--- config.mk ---
export PLATFORM = sky130hd
export DESIGN_NAME = fetch_ctrl
export DESIGN_NICKNAME = d
export VERILOG_FILES = /design/src/rtl/fetch_ctrl_pkg.sv /design/src/rtl/fetch_pc_sel.sv /design/src/rtl/fetch_ctrl.sv
export SDC_FILE = /design/constraint.sdc
export NUM_CORES = 1
export LEC_CHECK = 0
export ABC_CLOCK_PERIOD_IN_PS = 2570
export CAP_MARGIN = 10
export CORE_MARGIN = 4
export CORE_UTILIZATION = 46
export CTS_CLUSTER_SIZE = 25
export DETAILED_ROUTE_END_ITERATION = 7
export GPL_ROUTABILITY_DRIVEN = 0
export PLACE_DENSITY = 0.78
export SETUP_SLACK_MARGIN = 0.3
export SYNTH_ARGS = -nofsm -noshare
export SYNTH_HDL_FRONTEND = slang
export SYNTH_HIERARCHICAL = 1
export SYNTH_SLANG_ARGS = --single-unit
export TNS_END_PERCENT = 1
--- constraint.sdc ---
create_clock -name clk -period 2.57 [get_ports clk]
set_clock_uncertainty 0.15 [all_clocks]
set_input_delay 0.6425 -clock clk [delete_from_list [all_inputs] [get_ports clk]]
set_output_delay 0.6425 -clock clk [all_outputs]
set_load 0.05 [all_outputs]
--- src/rtl/fetch_ctrl_pkg.sv ---
// Shared constants, FSM encoding and address-check helper for the fetch controller.
package fetch_ctrl_pkg;

  localparam logic [31:0] RESET_PC_DEF = 32'h0000_3000;
  localparam logic [31:0] EXC_PC_DEF   = 32'h0000_4180;
  localparam logic [31:0] TEXT_LO_DEF  = 32'h0000_3000;
  localparam logic [31:0] TEXT_HI_DEF  = 32'h0000_6FFC;

  typedef enum logic [1:0] {
    ST_BOOT  = 2'b00,
    ST_FETCH = 2'b01,
    ST_WAIT  = 2'b10
  } fetch_state_e;

  // Fetch address is illegal when misaligned or outside the inclusive text window.
  function automatic logic fetch_addr_err(input logic [31:0] pc,
                                          input logic [31:0] lo,
                                          input logic [31:0] hi);
    return (pc[1:0] != 2'b00) || (pc < lo) || (pc > hi);
  endfunction

endpackage

--- src/rtl/fetch_pc_sel.sv ---
// Next-PC priority mux: exception > eret > redirect > pending redirect > sequential.
import fetch_ctrl_pkg::*;

module fetch_pc_sel #(
  parameter logic [31:0] EXC_PC = EXC_PC_DEF
) (
  input  logic [31:0] cur_pc,
  input  logic        advance,
  input  logic        exc_req,
  input  logic        eret,
  input  logic [31:0] epc,
  input  logic        redirect_valid,
  input  logic [31:0] redirect_pc,
  input  logic        pend_valid,
  input  logic [31:0] pend_pc,
  output logic [31:0] next_pc,
  output logic        next_pend_valid,
  output logic [31:0] next_pend_pc
);

  // Select the next fetch address and the next pending-redirect state.
  always_comb begin
    next_pc         = cur_pc;
    next_pend_valid = pend_valid;
    next_pend_pc    = pend_pc;
    if (exc_req) begin
      next_pc         = EXC_PC;
      next_pend_valid = 1'b0;
    end else if (eret) begin
      next_pc         = epc;
      next_pend_valid = 1'b0;
    end else if (redirect_valid) begin
      if (advance) begin
        next_pc         = redirect_pc;
        next_pend_valid = 1'b0;
      end else begin
        // F/D frozen: remember the newest target until the fetch can move.
        next_pend_valid = 1'b1;
        next_pend_pc    = redirect_pc;
      end
    end else if (pend_valid && advance) begin
      next_pc         = pend_pc;
      next_pend_valid = 1'b0;
    end else if (advance) begin
      next_pc = cur_pc + 32'd4;
    end else begin
      next_pc = cur_pc;
    end
  end

endmodule

--- src/rtl/fetch_ctrl.sv ---
// Fetch controller: boot/fetch/wait FSM, fetch PC register and pending redirect.
import fetch_ctrl_pkg::*;

module fetch_ctrl #(
  parameter logic [31:0] RESET_PC = RESET_PC_DEF,
  parameter logic [31:0] EXC_PC   = EXC_PC_DEF,
  parameter logic [31:0] TEXT_LO  = TEXT_LO_DEF,
  parameter logic [31:0] TEXT_HI  = TEXT_HI_DEF
) (
  input  logic        clk,
  input  logic        reset,
  input  logic        imem_ready,
  input  logic        stall,
  input  logic        redirect_valid,
  input  logic [31:0] redirect_pc,
  input  logic        exc_req,
  input  logic        eret,
  input  logic [31:0] epc,
  output logic [31:0] F_pc,
  output logic        imem_req,
  output logic        F_valid,
  output logic        F_adel
);

  fetch_state_e state_r;
  logic [31:0]  pc_r;
  logic         pend_valid_r;
  logic [31:0]  pend_pc_r;
  logic         imem_req_r;

  logic         advance_s;
  logic [31:0]  next_pc_s;
  logic         next_pend_valid_s;
  logic [31:0]  next_pend_pc_s;

  assign advance_s = (state_r != ST_BOOT) && imem_ready && !stall;

  fetch_pc_sel #(
    .EXC_PC (EXC_PC)
  ) u_pc_sel (
    .cur_pc          (pc_r),
    .advance         (advance_s),
    .exc_req         (exc_req),
    .eret            (eret),
    .epc             (epc),
    .redirect_valid  (redirect_valid),
    .redirect_pc     (redirect_pc),
    .pend_valid      (pend_valid_r),
    .pend_pc         (pend_pc_r),
    .next_pc         (next_pc_s),
    .next_pend_valid (next_pend_valid_s),
    .next_pend_pc    (next_pend_pc_s)
  );

  // FSM, PC and pending-redirect registers; reset discards any wait or pending target.
  always_ff @(posedge clk) begin
    if (reset) begin
      state_r      <= ST_BOOT;
      pc_r         <= RESET_PC;
      pend_valid_r <= 1'b0;
      pend_pc_r    <= 32'h0000_0000;
      imem_req_r   <= 1'b0;
    end else begin
      pc_r         <= next_pc_s;
      pend_valid_r <= next_pend_valid_s;
      pend_pc_r    <= next_pend_pc_s;
      // Every state reachable out of reset requests memory.
      imem_req_r   <= 1'b1;
      if (exc_req || eret) begin
        state_r <= ST_FETCH;
      end else begin
        case (state_r)
          ST_BOOT:  state_r <= ST_FETCH;
          ST_FETCH: state_r <= imem_ready ? ST_FETCH : ST_WAIT;
          ST_WAIT:  state_r <= imem_ready ? ST_FETCH : ST_WAIT;
          default:  state_r <= ST_BOOT;
        endcase
      end
    end
  end

  assign F_pc     = pc_r;
  assign imem_req = imem_req_r;
  assign F_valid  = advance_s;
  assign F_adel   = fetch_addr_err(pc_r, TEXT_LO, TEXT_HI);

endmodule

==> results.py, run 1 <==
metrics = {
    "setup_path": {
        "r2r_end": "F_pc[18]$_SDFF_PP0_",
        "reg2reg_depth": 9,
        "crit_type": "primary input to flop",
        "arrival_ns": 2.66,
        "crit_path_start_kind": "primary input",
        "crit_fanout": 4,
        "timing.rr.start": "state_r[1]$_SDFF_PP0_",
        "r2r_slack_ns": 0.07,
        "endpoint": "F_pc[18]$_SDFF_PP0_",
        "endpoint_kind": "flop",
        "cp.required_ns": 2.71,
        "crit_path_start": "stall",
    },
    "cts": {
        "cts_hold_buf": 0,
        "cts_tree": "built",
        "cts.sinks": 68,
        "clk_pin_slew_ns": 0.08,
        "cts_root_buffer": "clkbuf_8",
        "clk_latency_ns": 0.36,
        "numCtsBuffers": 9,
        "cts_max_path_buffers": 2,
        "cts_htree_levels": 3,
    },
    "global_route": {
        "antenna_found_initial": 0,
        "grt.total_usage_pct": 25.1,
        "grt_pass1_vias": 4704,
        "grt_max_degree": 55,
        "grt_first_pass_wirelength_microns": 22900,
        "gr-total-overflow": 0,
    },
    "synthesis": {
        "syn_area_per_cell_sq_um": 8.48,
        "syn_inst": 519,
        "synthArstFlopShare_pct": 0,
        "mappedNetlistArea_sq_mm": 0.00440,
        "yosysWarningCount": 6,
        "synth-seq-cells": 68,
        "synth_edf_count": 0,
        "synth_fp_nets": 593,
        "yosysSeqAreaShare_pct": 30.9,
        "yosys_most_used_dff": "dfxtp_1",
        "yosysUniqueCellTypes": 57,
    },
    "floorplanning": {
        "die_y_microns": 106,
        "io_pins": 106,
        "start_util_pct": 47.4,
        "die_w_microns": 106,
        "rows": 35,
        "core_area_sq_mm": 0.00928,
        "die_area_sq_mm": 0.0112,
    },
    "power_and_ir_drop": {
        "power_density_mw_per_mm2": 433,
        "ir_drop_mv": 0.220,
        "p_leak_uw": 0.00281,
    },
    "placement": {
        "dp_hpwl_microns": 10400,
        "post-place-ws_ns": -0.530,
        "place_area_sq_mm": 0.00586,
        "io_buffers": 105,
        "dp_cells": 764,
    },
    "detailed_routing": {
        "drt_iter0_drc": 437,
        "detail_route.vias_per_cell": 5.98,
        "drc": 0,
        "drt_first_pass_iters": 8,
        "antenna_left": 0,
        "wl_per_cell_microns": 19.1,
        "vias": 4685,
        "wirelength_microns": 14900,
    },
    "cells_and_area": {
        "utilization_pct": 67.9,
        "drive_above_1_share_pct": 22.7,
        "final_nets": 724,
        "diodes": 0,
        "finish.instance_area_sq_mm": 0.00631,
        "areaGrowthSynthToFinish_pct": 43.3,
        "layout.cells.non_filler": 784,
    },
    "timing": {
        "worst-slew-pin-transition_ns": 0.621,
        "fin_setup_tns_ns": 0,
        "max_freq_mhz": 396,
        "post-route-period-util_pct": 98.3,
        "drv_slew": 0,
        "rsz0062_at_grt": "yes",
        "setup_viol": 0,
        "slew-limit-headroom_pct": 58.6,
        "setup_ws_ns": 0.0448,
        "hold_violations": 0,
        "period_minus_slack_ns": 2.53,
    },
    "outcome": {
        "status": "finished, final reports clean",
    },
    "hold_path": {
        "hold_path_class": "flop to flop",
    },
    "job": {
        "cap_violations": 0,
    },
}
==> worst max-delay path, cell delays in order <==
cell and delay, ns:
dlygate4sd2_1 0.26, nor3b_4 0.28, buf_6 0.15, nand3_4 0.08, or4b_4 0.50, or3_1 0.33, a311oi_2 0.26, nor2b_1 0.15
==> worst min-delay path by stage <==
stage	startpoint	to	cells after the start
after floorplan	pend_pc_r[4]$_SDFF_PP0_	pend_pc_r[4]$_SDFF_PP0_	2
after global placement	pend_pc_r[4]$_SDFF_PP0_	pend_pc_r[4]$_SDFF_PP0_	2
after detailed placement	pend_pc_r[24]$_SDFF_PP0_	pend_pc_r[24]$_SDFF_PP0_	2
after CTS	pend_pc_r[24]$_SDFF_PP0_	pend_pc_r[24]$_SDFF_PP0_	2
after global routing	pend_pc_r[14]$_SDFF_PP0_	pend_pc_r[14]$_SDFF_PP0_	2
final	pend_pc_r[24]$_SDFF_PP0_	pend_pc_r[24]$_SDFF_PP0_	2
==> cells in the mapped netlist (all sizes together) (2+ instances only) <==
cell	n	area share [%]
nor2b	70	10
dfxtp	68	31
mux2	41	10
nor2	35	3.2
a21oi	29	3.3
nand2	26	2.2
nand3	26	3.4
mux2i	21	4.8
clkbuf	19	1.6
buf	17	2.4
inv	15	1.3
nor3	14	1.7
xor2	13	2.6
o21ai	12	1.4
nand4	11	1.9
a221oi	9	1.8
a311oi	8	1.7
a31oi	8	1.1
nor4	8	1.6
xnor2	8	1.6
a211oi	7	1.2
a22oi	5	0.85
and3	5	0.71
a2111oi	4	0.80
a21o	4	0.68
or3	4	0.57
ha	3	0.85
nand4b	3	0.60
o32ai	3	0.60
or2	3	0.43
a211o	2	0.40
a32o	2	0.45
and4	2	0.40
nor3b	2	0.34
o22ai	2	0.28
==> logic make-up after synthesis <==
group	after synthesis	synth area share (%)
xor gates and xnor gates	21	4.18
and+or+nand+nor	212	27.5
adders and majority gates	3	0.853
AOI/OAI and AO/OA	102	15.9
muxes	62	15.3
DFF	68	30.9
buffers and inverters	51	5.32
==> flip-flops by register name (all words and copies together) (netlist names) <==
name / cells
pend_valid_r: 1
pend_pc_r: 32
state_r: 2
F_pc: 32
imem_req: 1
==> layer usage <==
metal  up-vias  GRT usage (%)  share of wire (%)
li1       2141              -                  -
met1      2231           31.3                 40
met2       259           42.2                 49
met3        54           5.14                8.2
met4         0           10.5                2.6
met5         -              0                  0
==> power breakdown <==
group          leakage [uW]  switching (uW)  internal [uW]
Sequential         0.000557            59.1           1100
Combinational       0.00216             334            327
Clock             0.0000983             444            473
Total               0.00281             837           1900
==> cell usage in the layout, fill, tap and decap left out, types with 3 or more instances in the layout <==
master           netlist  final
a2111oi_2              0      3
a211oi_1               7      7
a21o_1                 4      4
a21oi_1               29     29
a221oi_1               9      9
a22oi_1                5      5
a311oi_1               7      6
a31oi_1                8      8
and3_1                 5      5
buf_12                 0      6
buf_4                  0     39
buf_6                  4      7
clkbuf_8               0     10
clkdlybuf4s50_1        0     65
dfxtp_1               68     61
dfxtp_2                0      7
dlygate4sd2_1          0      4
dlymetal6s2s_1         0     31
inv_1                 15     13
mux2_2                40     39
mux2i_1               21     21
nand2_1               26     26
nand3_1               24     24
nand4_1               10     10
nand4b_1               3      3
nor2_1                33     31
nor2b_1               70     69
nor3_1                13     11
nor4_1                 6      5
o21ai_0               12     11
o32ai_1                3      3
or2_2                  3      3
or3_1                  4      4
xnor2_1                8      8
xor2_1                13     13
==> timing repair <==
action                                  4_1_cts  5_1_grt
setup buffers                                 4        0
pin swaps                                     5       18
cloned                                        0        0
gates resized for setup                      17       63
endpoints found under the setup margin       96       95
hold endpoints to repair                      0        0
==> through the flow <==
stage	power [uW]	hold WS [ns]
after CTS	2710	0.450
after floorplan	1520	0.389
after global routing	2840	0.481
after detailed placement	1800	0.428
after global placement	1790	0.408
final	2730	0.450
==> final cells by class <==
cell class / count / area (sq um)
Fill cell: 772 / 2980
Tap cell: 129 / 161
Multi-Input combinational cell: 400 / 2910
Inverter: 15 / 56.3
Clock buffer: 10 / 138
Timing Repair Buffer: 156 / 1610
Sequential cell: 68 / 1370
Clock inverter: 6 / 63.8
Power figures use the tool's default switching activity.
==> run 2, diff against run 1 <==
--- a/config.mk
+++ b/config.mk
@@ -8,14 +8,13 @@
 export ABC_CLOCK_PERIOD_IN_PS = 2570
 export CAP_MARGIN = 10
 export CORE_MARGIN = 4
-export CORE_UTILIZATION = 46
+export CORE_UTILIZATION = 45
 export CTS_CLUSTER_SIZE = 25
 export DETAILED_ROUTE_END_ITERATION = 7
 export GPL_ROUTABILITY_DRIVEN = 0
-export PLACE_DENSITY = 0.78
+export PLACE_DENSITY = 0.77
 export SETUP_SLACK_MARGIN = 0.3
 export SYNTH_ARGS = -nofsm -noshare
 export SYNTH_HDL_FRONTEND = slang
-export SYNTH_HIERARCHICAL = 1
 export SYNTH_SLANG_ARGS = --single-unit
 export TNS_END_PERCENT = 1
==> results.py, run 2 <==
metrics = {
    "synthesis": {
        "yosysTopAreaCellShare_pct": 32.5,
        "synth_fp_nets": 634,
        "synth_edf_count": 0,
        "ys_top_cells_by_area": "dfxtp_1 32%, nand2_1 9.9%, a21oi_1 7.3%",
        "yosysTopAreaCell": "dfxtp_1",
        "synthArstFlopShare_pct": 0,
        "yosys_most_used_dff": "dfxtp_1",
        "syn_area_per_cell_sq_um": 7.48,
        "synth_common_cells": "111 x nand2_1, 68 x dfxtp_1, 61 x a21oi_1",
        "yosysWarningCount": 0,
        "yosysUniqueCellTypes": 65,
        "mappedNetlistArea_sq_mm": 0.00419,
        "synth-seq-cells": 68,
        "post-synth-top-count-cell": "nand2_1",
        "syn_inst": 560,
        "yosysSeqAreaShare_pct": 32.5,
    },
    "timing": {
        "slew-limit-headroom_pct": 53.0,
        "period_minus_slack_ns": 2.53,
        "hold_ws_ns": 0.301,
        "drv_slew": 0,
        "setup_ws_ns": 0.0379,
        "worst-slew-pin-transition_ns": 0.700,
        "hold_violations": 0,
        "rsz0062_at_grt": "yes",
        "setup_viol": 0,
        "post-route-period-util_pct": 98.5,
        "max_freq_mhz": 395,
    },
    "cts": {
        "cts_max_path_buffers": 2,
        "cts_htree_levels": 3,
        "numCtsBuffers": 9,
        "clk_pin_slew_ns": 0.07,
        "cts_tree": "built",
        "cts_root_buffer": "clkbuf_8",
        "clk_latency_ns": 0.35,
        "cts.sinks": 68,
    },
    "floorplanning": {
        "start_util_pct": 47.1,
        "core_area_sq_mm": 0.00889,
        "die_y_microns": 105,
        "die_area_sq_mm": 0.0109,
        "io_pins": 106,
        "die_w_microns": 105,
        "rows": 34,
    },
    "detailed_routing": {
        "drt_first_pass_iters": 5,
        "drt_iter0_drc": 504,
        "wl_per_cell_microns": 18.5,
        "detail_route.vias_per_cell": 6.16,
        "vias": 4869,
        "drc": 0,
        "antenna_left": 0,
        "wirelength_microns": 14600,
    },
    "global_route": {
        "gr-total-overflow": 0,
        "grt.total_usage_pct": 25.8,
        "grt_first_pass_wirelength_microns": 23100,
        "grt_max_degree": 40,
        "antenna_found_initial": 0,
        "grt_pass1_vias": 4641,
    },
    "placement": {
        "dp_cells": 774,
        "io_buffers": 105,
        "place_area_sq_mm": 0.00553,
        "post-place-ws_ns": -0.167,
        "dp_hpwl_microns": 10800,
    },
    "cells_and_area": {
        "top_register": "pend_pc_r",
        "fill_cells": 779,
        "final_common_cell": "nand2_1",
        "drive_above_1_share_pct": 13.5,
        "diodes": 0,
        "areaGrowthSynthToFinish_pct": 37.8,
        "finish.instance_area_sq_mm": 0.00577,
        "final_nets": 753,
        "utilization_pct": 64.9,
        "layout.cells.non_filler": 790,
        "final_cell_mix": "111 x nand2_1, 99 x clkdlybuf4s50_1, 65 x dfxtp_1",
        "largest_reg_flops": 32,
    },
    "power_and_ir_drop": {
        "ir_drop_mv": 0.267,
        "p_leak_uw": 0.00212,
        "power_density_mw_per_mm2": 470,
    },
    "setup_path": {
        "arrival_ns": 1.74,
        "crit_type": "flop to primary output",
        "cp.required_ns": 1.78,
        "crit_path_start_kind": "flop",
        "cpPeakStageDelay_ns": 0.88,
        "crit_fanout": 9,
        "crit_path_top_delay_cell": "clkdlybuf4s50_1",
        "path_cells": "clkdlybuf4s50_1",
        "endpoint_kind": "primary output",
        "critical_path_buf_inv_count": 1,
        "path_delay_family": "buffers and inverters",
    },
    "outcome": {
        "status": "finished, final reports clean",
    },
    "hold_path": {
        "hold_path_class": "flop to flop",
    },
    "job": {
        "cap_violations": 0,
    },
}
## run 2: changes by cell type in the layout (fill, tap and decap cells not counted), moves of 9 or more
cell	change
mux2_2	-37
clkdlybuf4s50_1	+34
nand2_1	+85
dlymetal6s2s_1	-30
a21oi_1	+32
o21ai_0	+23
nor2b_1	-67
mux2i_1	-16
a211oi_1	+13
o211ai_1	+9
## run 2: cell families after synthesis
logic type	synth area share [%]
compound gates	24.9
xor+xnor	3.55
fa+ha+maj	0.896
buf+inv	6.54
flops	32.5
mux	1.73
simple gates	29.9
## run 2: cell type report
class                      count  area [sq um]  area share [%]
clock inverter                 1          30.0           0.520
sequential                    68          1370            23.6
timing repair buffer         153          1450            25.1
tap                          108           135            2.34
clock buffer                  13           179            3.10
multi-input combinational    438          2580            44.6
inverter                       9          36.3           0.628
## run 2: through the flow
stage / total power, uW / setup TNS [ns]
6_report: 2720 / 0
5_1_grt: 2810 / 0
4_1_cts: 2710 / 0
3_3_place_gp: 1760 / -0.998
3_5_place_dp: 1770 / -1.82
2_1_floorplan: 1480 / 0
## run 2: worst paths after layout
check	from	to	slack, ns	depth (start not counted)
hold reg to reg	pend_pc_r[29]$_SDFFE_PP0P_	pend_pc_r[29]$_SDFFE_PP0P_	0.30	2
setup / recovery	F_pc[22]$_SDFFE_PP0P_	F_pc[22]	0.04	1
hold / removal	pend_pc_r[29]$_SDFFE_PP0P_	pend_pc_r[29]$_SDFFE_PP0P_	0.30	2
setup reg to reg	state_r[0]$_SDFF_PP0_	F_pc[15]$_SDFFE_PP0P_	0.22	8
## run 2: report_power, final
part	switching (uW)	leakage (uW)	total, uW	internal (uW)
Clock	411	0.000108	955	544
Combinational	330	0.00146	605	275
Sequential	58.4	0.000557	1160	1100
## run 2: timing repair
item	4_1_cts	5_1_grt
gates resized for setup	4	5
hold buffers	0	0
gates cloned	0	0
endpoints found under the hold margin	0	0
endpoints found under the setup margin	47	92
setup buffers	2	0
## run 2: worst register-to-register path: stages, from the launching register on
cell and delay, ns:
dfxtp_1 0.34, inv_1 0.05, ha_1 0.23, or3b_4 0.44, buf_4 0.15, buf_4 0.16
or3_1 0.34, mux2_2 0.26, a31oi_1 0.15
## run 2: layer usage
layer / track usage (%) / part of all wire (%)
met1: 33.0 / 40
met2: 44.5 / 49
met3: 4.28 / 9.5
met4: 8.17 / 2.0
met5: 0 / 0
==> run 3, diff against run 2 <==
--- a/config.mk
+++ b/config.mk
@@ -7,7 +7,6 @@
 export LEC_CHECK = 0
 export ABC_CLOCK_PERIOD_IN_PS = 2570
 export CAP_MARGIN = 10
-export CORE_MARGIN = 4
 export CORE_UTILIZATION = 45
 export CTS_CLUSTER_SIZE = 25
 export DETAILED_ROUTE_END_ITERATION = 7
==> results.py, run 3 (synthesis results as in run 2) <==
metrics = {
    "floorplanning": {
        "core_area_sq_mm": 0.00885,
        "rows": 34,
        "die_y_microns": 98.5,
        "die_w_microns": 98.5,
        "start_util_pct": 47.4,
        "die_area_sq_mm": 0.00970,
        "io_pins": 106,
    },
    "job": {
        "cap_violations": 0,
    },
    "power_and_ir_drop": {
        "p_leak_uw": 0.00261,
        "total_power_uw": 2570,
        "power_density_mw_per_mm2": 437,
        "ir_drop_mv": 0.329,
    },
    "timing": {
        "rsz0062_at_grt": "yes",
        "setup_viol": 0,
        "max_freq_mhz": 408,
        "slew-limit-headroom_pct": 65.0,
        "post-route-period-util_pct": 95.5,
        "drv_slew": 0,
        "hold_violations": 0,
        "period_minus_slack_ns": 2.45,
        "worst-slew-pin-transition_ns": 0.524,
    },
    "global_route": {
        "grt_max_degree": 30,
        "grt.total_usage_pct": 29.9,
        "antenna_found_initial": 0,
        "grt_first_pass_wirelength_microns": 22800,
        "gr-total-overflow": 0,
        "grt_pass1_vias": 4514,
    },
    "placement": {
        "dp_hpwl_microns": 10400,
        "io_buffers": 105,
        "dp_cells": 775,
    },
    "detailed_routing": {
        "wirelength_microns": 14500,
        "vias": 4898,
        "drt_first_pass_iters": 8,
        "detail_route.vias_per_cell": 6.19,
        "wl_per_cell_microns": 18.3,
        "drc": 9,
        "drt_iter0_drc": 462,
        "antenna_left": 0,
    },
    "cells_and_area": {
        "areaGrowthSynthToFinish_pct": 40.4,
        "final_cell_mix": "111 x nand2_1, 67 x clkdlybuf4s50_1, 63 x dfxtp_1",
        "layout.cells.non_filler": 791,
        "fill_cells": 758,
        "largest_reg_flops": 32,
        "diodes": 0,
        "drive_above_1_share_pct": 14.8,
        "final_common_cell": "nand2_1",
        "final_nets": 753,
        "top_register": "pend_pc_r",
    },
    "setup_path": {
        "critical_path_buf_inv_count": 1,
        "endpoint_kind": "primary output",
        "cpPeakStageDelay_ns": 0.38,
        "path_cells": "nor4_2 -> nand2_1 -> nor4_2 -> nand4_1 -> buf_6",
        "path_delay_family": "simple AND/OR/NAND/NOR gates",
        "crit_path_top_delay_cell": "dfxtp_4",
        "path_common_cell": "nor4_2",
        "crit_path_start_kind": "flop",
        "crit_fanout": 8,
        "arrival_ns": 1.66,
        "crit_type": "flop to primary output",
        "cp.required_ns": 1.78,
    },
    "cts": {
        "cts_root_buffer": "clkbuf_8",
        "cts_max_path_buffers": 2,
        "cts_tree": "built",
        "cts_htree_levels": 3,
        "clk_latency_ns": 0.35,
        "clk_pin_slew_ns": 0.07,
        "numCtsBuffers": 9,
        "cts.sinks": 68,
    },
    "hold_path": {
        "hold_path_class": "flop to flop",
    },
    "outcome": {
        "violations": "DRC",
        "status": "finished, violations left",
    },
}
-- run 3: cell types whose count changed in the layout (fill, tap and decap cells not counted), moves of 3 or more --
cell / previous run / this run
buf_6: 0 / 3
dlymetal6s2s_1: 1 / 33
buf_4: 46 / 41
clkdlybuf4s50_1: 99 / 67
-- run 3: tightest hold or removal path: stages, from the launching register on --
cell     delay, ns
dfxtp_1       0.31
nand2_1       0.05
a21oi_1       0.05
-- run 3: metal layers --
metal  up-vias  track usage (%)  part of all wire (%)
li1       2267                -                     -
met1      2268             38.1                    39
met2       321             49.2                    47
met3        42             6.38                    11
met4         0             12.6                   2.9
met5         -                0                     0
-- run 3: report_power, final --
group          internal [uW]  switching, uW  total [uW]  leakage (uW)
Clock                    396            407         803     0.0000893
Combinational            279            335         613       0.00196
Sequential              1100           59.4        1160      0.000558
Total                   1770            801        2570       0.00261
-- run 3: cell type report --
| cell class | instances | area (sq um) | area share (%) |
|---|---|---|---|
| inverters | 9 | 38.8 | 0.659 |
| repair buffers | 153 | 1560 | 26.5 |
| flip-flops and latches | 68 | 1370 | 23.3 |
| clock buffers | 13 | 159 | 2.70 |
| well taps | 108 | 135 | 2.30 |
| multi-input cells | 438 | 2610 | 44.4 |
| clock inverters | 2 | 10.0 | 0.170 |
-- run 3: worst paths after layout --
path,to,slack [ns],cells past startpoint,from
setup / recovery,F_adel,0.12,5,F_pc[17]$_SDFFE_PP0P_
hold / removal,pend_pc_r[15]$_SDFFE_PP0P_,0.31,2,pend_pc_r[15]$_SDFFE_PP0P_
setup reg to reg,F_pc[24]$_SDFFE_PP0P_,0.39,6,F_pc[2]$_SDFFE_PP0P_
hold reg to reg,pend_pc_r[15]$_SDFFE_PP0P_,0.31,2,pend_pc_r[15]$_SDFFE_PP0P_
-- run 3: metrics by stage --
step	hold WS [ns]	setup slack (ns)	setup TNS, ns	util [%]	instance area (sq um)
finish	0.307	0.117	0	66.5	5880
global route	0.325	0.0136	0	66.5	5880
CTS	0.307	0.0268	0	64.7	5720
detailed placement	0.297	-0.194	-3.41	62.7	5550
global placement	0.289	-0.168	-2.02	62.7	5550
floorplan	0.281	0.208	0	-	4190
-- run 3: timing repair --
action / 4_1_cts / 5_1_grt
endpoints found under the setup margin: 55 / 57
setup buffers: 1 / 0
gates cloned: 0 / 0
hold buffers: 0 / 0
pin swaps: 0 / 5
gates resized for setup: 4 / 58
